## config.mk

```make
export PLATFORM = sky130hd
export DESIGN_NAME = reg_bus_bridge
export DESIGN_NICKNAME = d
export VERILOG_FILES = /design/src/rtl/reg_bus_bridge.sv
export SDC_FILE = /design/constraint.sdc
export NUM_CORES = 1
export LEC_CHECK = 0
export ABC_CLOCK_PERIOD_IN_PS = 4400
export BUFFER_PORTS_ARGS = -buffer_cell sky130_fd_sc_hd__buf_4
export CAP_MARGIN = 0
export CORE_MARGIN = 2
export CORE_UTILIZATION = 60
export CTS_BUF_LIST = sky130_fd_sc_hd__clkbuf_8
export CTS_CLUSTER_SIZE = 10
export DETAILED_ROUTE_END_ITERATION = 16
export PLACE_DENSITY = 0.82
export SLEW_MARGIN = 20
export SYNTH_ARGS = -nofsm -noshare
export SYNTH_HDL_FRONTEND = slang
export SYNTH_SLANG_ARGS = --single-unit
```

## constraint.sdc

```tcl
create_clock -name clk -period 4.4 [get_ports clk]
set_input_delay 0.88 -clock clk [delete_from_list [all_inputs] [get_ports clk]]
set_output_delay 0.88 -clock clk [all_outputs]
set_load 0.01 [all_outputs]
```

## src/rtl/reg_bus_bridge.sv

```systemverilog
// reg_bus_bridge: command FIFO plus access sequencer in front of the SD host
// register set. Host commands are queued and replayed one at a time on the
// req/wnr/address/data_in port. The bridge then waits for ack, or aborts after
// TIMEOUT sampling edges. Read results go back on a valid/ready response port.
// A write that times out sets a sticky error flag.
module reg_bus_bridge #(
    parameter int FIFO_DEPTH = 4,
    parameter int TIMEOUT    = 16
) (
    input  logic       clk,
    input  logic       reset,
    input  logic       cmd_valid,
    output logic       cmd_ready,
    input  logic       cmd_wnr,
    input  logic [7:0] cmd_address,
    input  logic [7:0] cmd_wdata,
    output logic       req,
    output logic       wnr,
    output logic [7:0] address,
    output logic [7:0] data_in,
    input  logic       ack,
    input  logic [7:0] data_out,
    output logic       rsp_valid,
    input  logic       rsp_ready,
    output logic [7:0] rsp_data,
    output logic       rsp_error,
    output logic       wr_err,
    input  logic       err_clr,
    output logic       busy
);

    localparam int AW = $clog2(FIFO_DEPTH);
    localparam int CW = $clog2(TIMEOUT + 1);
    // Counter value at which one more missing ack means abort
    localparam logic [CW-1:0] CNT_LAST = CW'(TIMEOUT - 1);

    typedef enum logic [1:0] {
        ST_IDLE   = 2'd0,
        ST_ACCESS = 2'd1,
        ST_RESP   = 2'd2
    } state_t;

    typedef struct packed {
        logic       wnr;
        logic [7:0] addr;
        logic [7:0] data;
    } cmd_t;

    cmd_t          fifo_q [FIFO_DEPTH];
    cmd_t          fifo_d [FIFO_DEPTH];
    logic [AW:0]   wr_ptr_q, wr_ptr_d;
    logic [AW:0]   rd_ptr_q, rd_ptr_d;
    state_t        state_q, state_d;
    logic [CW-1:0] cnt_q, cnt_d;
    logic          req_q, req_d;
    logic          wnr_q, wnr_d;
    logic [7:0]    address_q, address_d;
    logic [7:0]    data_in_q, data_in_d;
    logic          rsp_valid_q, rsp_valid_d;
    logic [7:0]    rsp_data_q, rsp_data_d;
    logic          rsp_error_q, rsp_error_d;
    logic          wr_err_q, wr_err_d;
    logic          busy_q, busy_d;

    logic          fifo_empty_s;
    logic          fifo_full_s;
    logic          push_s;
    cmd_t          head_s;

    // The extra pointer MSB separates a full FIFO from an empty one
    assign fifo_empty_s = (wr_ptr_q == rd_ptr_q);
    assign fifo_full_s  = (wr_ptr_q[AW] != rd_ptr_q[AW]) &&
                          (wr_ptr_q[AW-1:0] == rd_ptr_q[AW-1:0]);
    assign push_s       = cmd_valid & ~fifo_full_s;
    assign head_s       = fifo_q[rd_ptr_q[AW-1:0]];

    // Next-state logic for the FIFO, the access sequencer and all registered outputs
    always_comb begin
        fifo_d      = fifo_q;
        wr_ptr_d    = wr_ptr_q;
        rd_ptr_d    = rd_ptr_q;
        state_d     = state_q;
        cnt_d       = cnt_q;
        req_d       = req_q;
        wnr_d       = wnr_q;
        address_d   = address_q;
        data_in_d   = data_in_q;
        rsp_valid_d = rsp_valid_q;
        rsp_data_d  = rsp_data_q;
        rsp_error_d = rsp_error_q;
        wr_err_d    = wr_err_q;
        busy_d      = (!fifo_empty_s) || (state_q != ST_IDLE);

        if (push_s) begin
            fifo_d[wr_ptr_q[AW-1:0]] = '{wnr: cmd_wnr, addr: cmd_address, data: cmd_wdata};
            wr_ptr_d = wr_ptr_q + 1'b1;
        end else begin
            wr_ptr_d = wr_ptr_q;
        end

        // A clear request is applied first so a same-edge write timeout overrides it
        if (err_clr) begin
            wr_err_d = 1'b0;
        end else begin
            wr_err_d = wr_err_q;
        end

        case (state_q)
            ST_IDLE: begin
                if (!fifo_empty_s) begin
                    rd_ptr_d  = rd_ptr_q + 1'b1;
                    wnr_d     = head_s.wnr;
                    address_d = head_s.addr;
                    data_in_d = head_s.data;
                    req_d     = 1'b1;
                    cnt_d     = {CW{1'b0}};
                    state_d   = ST_ACCESS;
                end else begin
                    state_d = ST_IDLE;
                end
            end
            ST_ACCESS: begin
                if (ack) begin
                    req_d = 1'b0;
                    if (!wnr_q) begin
                        rsp_data_d  = data_out;
                        rsp_error_d = 1'b0;
                        rsp_valid_d = 1'b1;
                        state_d     = ST_RESP;
                    end else begin
                        state_d = ST_IDLE;
                    end
                end else if (cnt_q == CNT_LAST) begin
                    req_d = 1'b0;
                    cnt_d = cnt_q + 1'b1;
                    if (!wnr_q) begin
                        rsp_data_d  = 8'h00;
                        rsp_error_d = 1'b1;
                        rsp_valid_d = 1'b1;
                        state_d     = ST_RESP;
                    end else begin
                        wr_err_d = 1'b1;
                        state_d  = ST_IDLE;
                    end
                end else begin
                    cnt_d = cnt_q + 1'b1;
                end
            end
            ST_RESP: begin
                if (rsp_ready) begin
                    rsp_valid_d = 1'b0;
                    state_d     = ST_IDLE;
                end else begin
                    state_d = ST_RESP;
                end
            end
            default: begin
                req_d   = 1'b0;
                state_d = ST_IDLE;
            end
        endcase
    end

    // State registers; reset drops req at once and discards queue and response
    always_ff @(posedge clk or negedge reset) begin
        if (!reset) begin
            for (int i = 0; i < FIFO_DEPTH; i++) begin
                fifo_q[i] <= '0;
            end
            wr_ptr_q    <= '0;
            rd_ptr_q    <= '0;
            state_q     <= ST_IDLE;
            cnt_q       <= '0;
            req_q       <= 1'b0;
            wnr_q       <= 1'b0;
            address_q   <= 8'h00;
            data_in_q   <= 8'h00;
            rsp_valid_q <= 1'b0;
            rsp_data_q  <= 8'h00;
            rsp_error_q <= 1'b0;
            wr_err_q    <= 1'b0;
            busy_q      <= 1'b0;
        end else begin
            fifo_q      <= fifo_d;
            wr_ptr_q    <= wr_ptr_d;
            rd_ptr_q    <= rd_ptr_d;
            state_q     <= state_d;
            cnt_q       <= cnt_d;
            req_q       <= req_d;
            wnr_q       <= wnr_d;
            address_q   <= address_d;
            data_in_q   <= data_in_d;
            rsp_valid_q <= rsp_valid_d;
            rsp_data_q  <= rsp_data_d;
            rsp_error_q <= rsp_error_d;
            wr_err_q    <= wr_err_d;
            busy_q      <= busy_d;
        end
    end

    assign cmd_ready = ~fifo_full_s;
    assign req       = req_q;
    assign wnr       = wnr_q;
    assign address   = address_q;
    assign data_in   = data_in_q;
    assign rsp_valid = rsp_valid_q;
    assign rsp_data  = rsp_data_q;
    assign rsp_error = rsp_error_q;
    assign wr_err    = wr_err_q;
    assign busy      = busy_q;

endmodule
```

# Yosys cells after proc, flatten, opt, wreduce, memory -nomap -nowiden
# Index checks and enable logic that the tools add are counted.
[totals] regBits=111 elab_cells=99 in_bits=31
[op_classes] eq_ne=10 addsub=3 order_cmp=3 bitwise=7 reduce_logical=14 n_mux=37
[ops] op="$bwmux W68" count=1
[ops] op="$mux W17" count=3
[ops] op="$bmux W17 S2" count=1
[ops] op="$demux W17 S2" count=1
[ops] op="$mux W8" count=4
[ops] op="$mux W1" count=17
[ops] op="$reduce_and A3 Y1" count=4
[ops] op="$mux W5" count=2
[ops] op="$pmux W5 S2" count=1
[ops] op="$mux W2" count=4
[ops] op="$reduce_bool A2 Y1" count=4
[ops] op="$add A3 B1 Y3 const B" count=2
[ops] op="$ge A3 B3 Y1 const B" count=2
[ops] op="$ne A2 B2 Y1 const B" count=3
[ops] op="$not A2 Y3" count=2
[ops] op="$pmux W2 S3" count=1
[ops] op="$add A5 B1 Y5 const B" count=1
[ops] op="$eq A5 B4 Y1 const B" count=1
[ops] op="$not A1 Y1" count=4
[ops] op="$eq A3 B3 Y1" count=1
[ops] op="$lt A3 B1 Y1 const B" count=1
[ops] op="$ne A3 B3 Y1 const B" count=1
[ops] op="$pmux W1 S3" count=1
[ops] op="$eq A2 B1 Y1 const B" count=1
[ops] op="other kinds (10)" count=11

# Depth between registers and ports, before layout
[logic_depth] depth_word=6 ltp_mapped=7 mapped_depth_nobuf=6

# Least setup slack after synthesis
# Ideal clock, no wire load.
[synth_path] kind="input -> register" from="input port cmd_valid" to="register fifo_q[10] (netlist bit)" path_stages=6 arrival_time_ns=1.831 setup_ns=0.125 slack_ns=2.444 required_time_ns=4.275 cell_sequence="inv_1 > a31oi_4 > and2_1 > buf_6 > buf_12 > mux2_4"
[synth_via] elab_chain_len=1
[synth_rtl] element="from (decl)" line="12" rtl="input logic cmd_valid,"
[synth_rtl] element="$and A1 B1 Y1" line="74" rtl="assign push_s = cmd_valid & ~fifo_full_s;"
[synth_rtl] element="to (signal assigned)" line="184" rtl="fifo_q <= fifo_d;"
[synth_rtl] element="to (decl)" line="49" rtl="cmd_t fifo_q [FIFO_DEPTH];"
# No other way between the ends.
# A chain may end at the register's enable or synchronous reset.

# Worst setup path in the final report
[layout_path] from="register rd_ptr_q[1]" to="register fifo_q[49] (netlist bit)"
[layout_via] elab_chain_len=4
[layout_rtl] element="from (decl)" line="52" rtl="logic [AW:0] rd_ptr_q, rd_ptr_d;"
[layout_rtl] element="from (signal assigned)" line="186" rtl="rd_ptr_q <= rd_ptr_d;"
[layout_rtl] element="$eq A2 B2 Y1" line="73" rtl="(wr_ptr_q[AW-1:0] == rd_ptr_q[AW-1:0]);"
[layout_rtl] element="$logic_and A1 B1 Y1" line="72" rtl="assign fifo_full_s = (wr_ptr_q[AW] != rd_ptr_q[AW]) &&"
[layout_rtl] element="$not A1 Y1" line="74"
[layout_rtl] element="$and A1 B1 Y1" line="74"
# No other way between the ends.

==> results.json <==
{
  "yosys_warnings": 0,
  "r2r_start": "rd_ptr_q[1]$_DFFE_PN0P_",
  "start_util_pct": 62.4,
  "cts_setup_buffers": 0,
  "synth-edff-count": 0,
  "leakage_nw": 2.65,
  "combinationalPowerShare_pct": 46.5,
  "design_area_mm2": 0.00580,
  "post_drt_wl_per_cell_um": 18.2,
  "yosysTopAreaCell": "dfrtp_1",
  "cell_internal_pwr_mw": 3.09,
  "swShare_pct": 31.9,
  "yosys.area.top_type_share_pct": 53.9,
  "drc_errors": 0,
  "timing.rr.end": "fifo_q[49]$_DFFE_PN0P_",
  "multi_input_area_mm2": 0.00217,
  "cp_max_fo": 20,
  "r2r_cells": 5,
  "r2r_slack_ns": 1.87,
  "syn_area_mm2": 0.00515,
  "whs_endpoint": "fifo_q[24]$_DFFE_PN0P_",
  "synth.area.top_cells": "dfrtp_1, mux2_4, mux2_2, mux4_2, ha_1",
  "ys_seq_elements": 111,
  "syn_nets": 362,
  "routed_wl_um": 8900,
  "hpwl_um": 5990,
  "status": "finished clean",
  "max-clock-path-buffers": 2,
  "max_slew_margin_pct": 25.4,
  "grt_pass1_vias": 2898,
  "io_buffer_count": 61,
  "min_period_ns": 2.53,
  "synth_cell_types": 41,
  "first_pass_iters": 4,
  "cts_resized": 0,
  "grt_max_degree": 71,
  "seqPwrFrac_pct": 40.5,
  "clock_latency_ns": 0.36,
  "max_freq_mhz": 396,
  "synth_cells": 320,
  "antenna_found_initial": 0,
  "hold_path_depth": 1,
  "via_per_inst": 5.74,
  "die_h_um": 96.7,
  "power_switching_mw": 1.45,
  "root_buffer": "clkbuf_8",
  "coreArea_mm2": 0.00826,
  "synthToLayoutAreaGrowth_pct": 12.5,
  "drive_above_1_share_pct": 48.7,
  "path_clk_slew_ns": 0.09,
  "cts_tree": "done",
  "vias": 2809,
  "cp_data_arrival_time_ns": 2.78,
  "cp-end-kind": "flip-flop",
  "min_from": "fifo_q[24]$_DFFE_PN0P_",
  "fp-row-count": 33,
  "fill_cells": 573,
  "ir_drop_v": 0.000405,
  "critPathRequiredTime_ns": 4.65,
  "fin_nets": 422,
  "maxSlewViolCount": 0,
  "finalHoldViolCount": 0,
  "yosysMostFrequentCell": "dfrtp_1",
  "path_class": "flip-flop to flip-flop",
  "grt_pass1_wl_um": 15200,
  "fin_cells": 489,
  "htreeDepth": 3,
  "cts-buffers-inserted": 9,
  "rsz0062_at_grt": "no",
  "io_pins": 62,
  "maxCapViolCount": 0,
  "die_w_um": 96.7,
  "grt.total_usage_pct": 20.4,
  "dieArea_mm2": 0.00935,
  "p_clk_share_pct": 13.1,
  "antennaDiodeCount": 0,
  "seqCellArea_mm2": 0.00278,
  "synth_common_cells": "dfrtp_1, mux2_2, mux2_4, mux4_2, ha_1",
  "start_kind": "flip-flop",
  "finalSetupViolCount": 0,
  "gp_congestion": 0.754,
  "power.density_mw_per_mm2": 782,
  "holdCritPathClass": "flip-flop to flip-flop",
  "drt_iter0_drc": 119,
  "synth_ff_type": "dfrtp_1",
  "yosysSeqAreaShare_pct": 53.9,
  "fin_worst_skew_ns": 0.00799,
  "setup_tns_ns": 0,
  "overflow": 0,
  "placed_area_mm2": 0.00561,
  "avgSynthCellArea_um2": 16.1,
  "dp.cells": 474,
  "tightestPinTransition_ns": 1.12,
  "clock_sinks": 111,
  "ys_async_sr_fraction_pct": 100,
  "cts_hold_buf": 0,
  "fin_crit_sh_pct": 57.4,
  "antenna_left": 0
}
[registers in the layout, summed over array words and instances, names as in the netlist]
name,flops
rsp_data,8
state_q,2
fifo_q,68
cnt_q,5
wnr,1
address,8
rd_ptr_q,3
rsp_error,1
busy,1
req,1
rsp_valid,1
data_in,8
wr_ptr_q,3
wr_err,1
[worst max-delay path, stage by stage (launching register included)]
cell and delay (ns):
dfrtp_1 0.37, buf_4 0.24, xnor2_4 0.21, a31oi_4 0.25, and2_1 0.91, mux2_2 0.43
[power groups by stage]
stage          combinational (mW)  clock (mW)  sequential (mW)
3_5_place_dp                 2.13           0             1.85
5_1_grt                      2.27       0.651             1.90
2_1_floorplan                1.64           0             1.83
4_1_cts                      2.14       0.610             1.84
3_3_place_gp                 2.07           0             1.82
6_report                     2.11       0.592             1.83
[cells by family (layout without fill, tap and decap cells)]
group                      after synthesis  in the layout  synth area share (%)
and+or+nand+nor                         31             31                  3.47
DFF                                    111            111                  53.9
AOI/OAI and AO/OA                       30             30                  4.66
muxes                                  103            103                  29.1
buffers and inverters                   26             90                  4.03
adders and majority gates               11             11                  2.67
xor gates and xnor gates                 8              8                  2.23
[layout by cell type, fill, tap and decap left out, types with 5 or more instances in the layout]
master	netlist	final
nand2_1	5	5
dfrtp_1	111	111
and2_1	5	5
inv_1	9	11
a22o_1	8	8
buf_4	1	66
mux2_4	39	39
ha_1	11	11
o21ai_0	5	5
mux4_2	17	17
and3_1	5	5
clkbuf_8	0	10
mux2_2	47	47
[how the worst max path moves through the flow]
| stage | cells after the start | slack [ns] | end | startpoint |
|---|---|---|---|---|
| floorplan | 6 | 2.44 | fifo_q[10]$_DFFE_PN0P_ | cmd_valid |
| global placement | 5 | 1.71 | fifo_q[41]$_DFFE_PN0P_ | cmd_valid |
| detailed placement | 5 | 1.68 | fifo_q[49]$_DFFE_PN0P_ | cmd_valid |
| CTS | 5 | 1.85 | fifo_q[49]$_DFFE_PN0P_ | rd_ptr_q[1]$_DFFE_PN0P_ |
| global route | 5 | 1.78 | fifo_q[35]$_DFFE_PN0P_ | rd_ptr_q[1]$_DFFE_PN0P_ |
| finish | 5 | 1.87 | fifo_q[49]$_DFFE_PN0P_ | rd_ptr_q[1]$_DFFE_PN0P_ |
[per-stage QoR]
stage	setup slack [ns]	utilization [%]	power, mW	hold WS, ns
finish	1.87	70.2	4.53	0.510
global route	1.78	70.2	4.82	0.524
CTS	1.85	70.2	4.58	0.515
detailed placement	1.68	67.9	3.98	0.491
global placement	1.71	67.9	3.89	0.484
floorplan	2.44	-	3.47	0.472
[layout make-up]
cell class	instances	share of cell area, %
flip-flops and latches	111	47.9
repair buffers	66	8.55
multi-input cells	183	37.4
clock inverters	5	0.885
inverters	9	0.583
well taps	105	2.27
clock buffers	10	2.37
[routing by layer]
metal	wire [um]	part of all wire, %	GRT usage [%]
met5	0	0	0
met4	93	1.0	5.42
met3	382	4.3	5.13
met2	4170	47	30.9
met1	4250	48	29.8
Power figures use the tool's default switching activity.
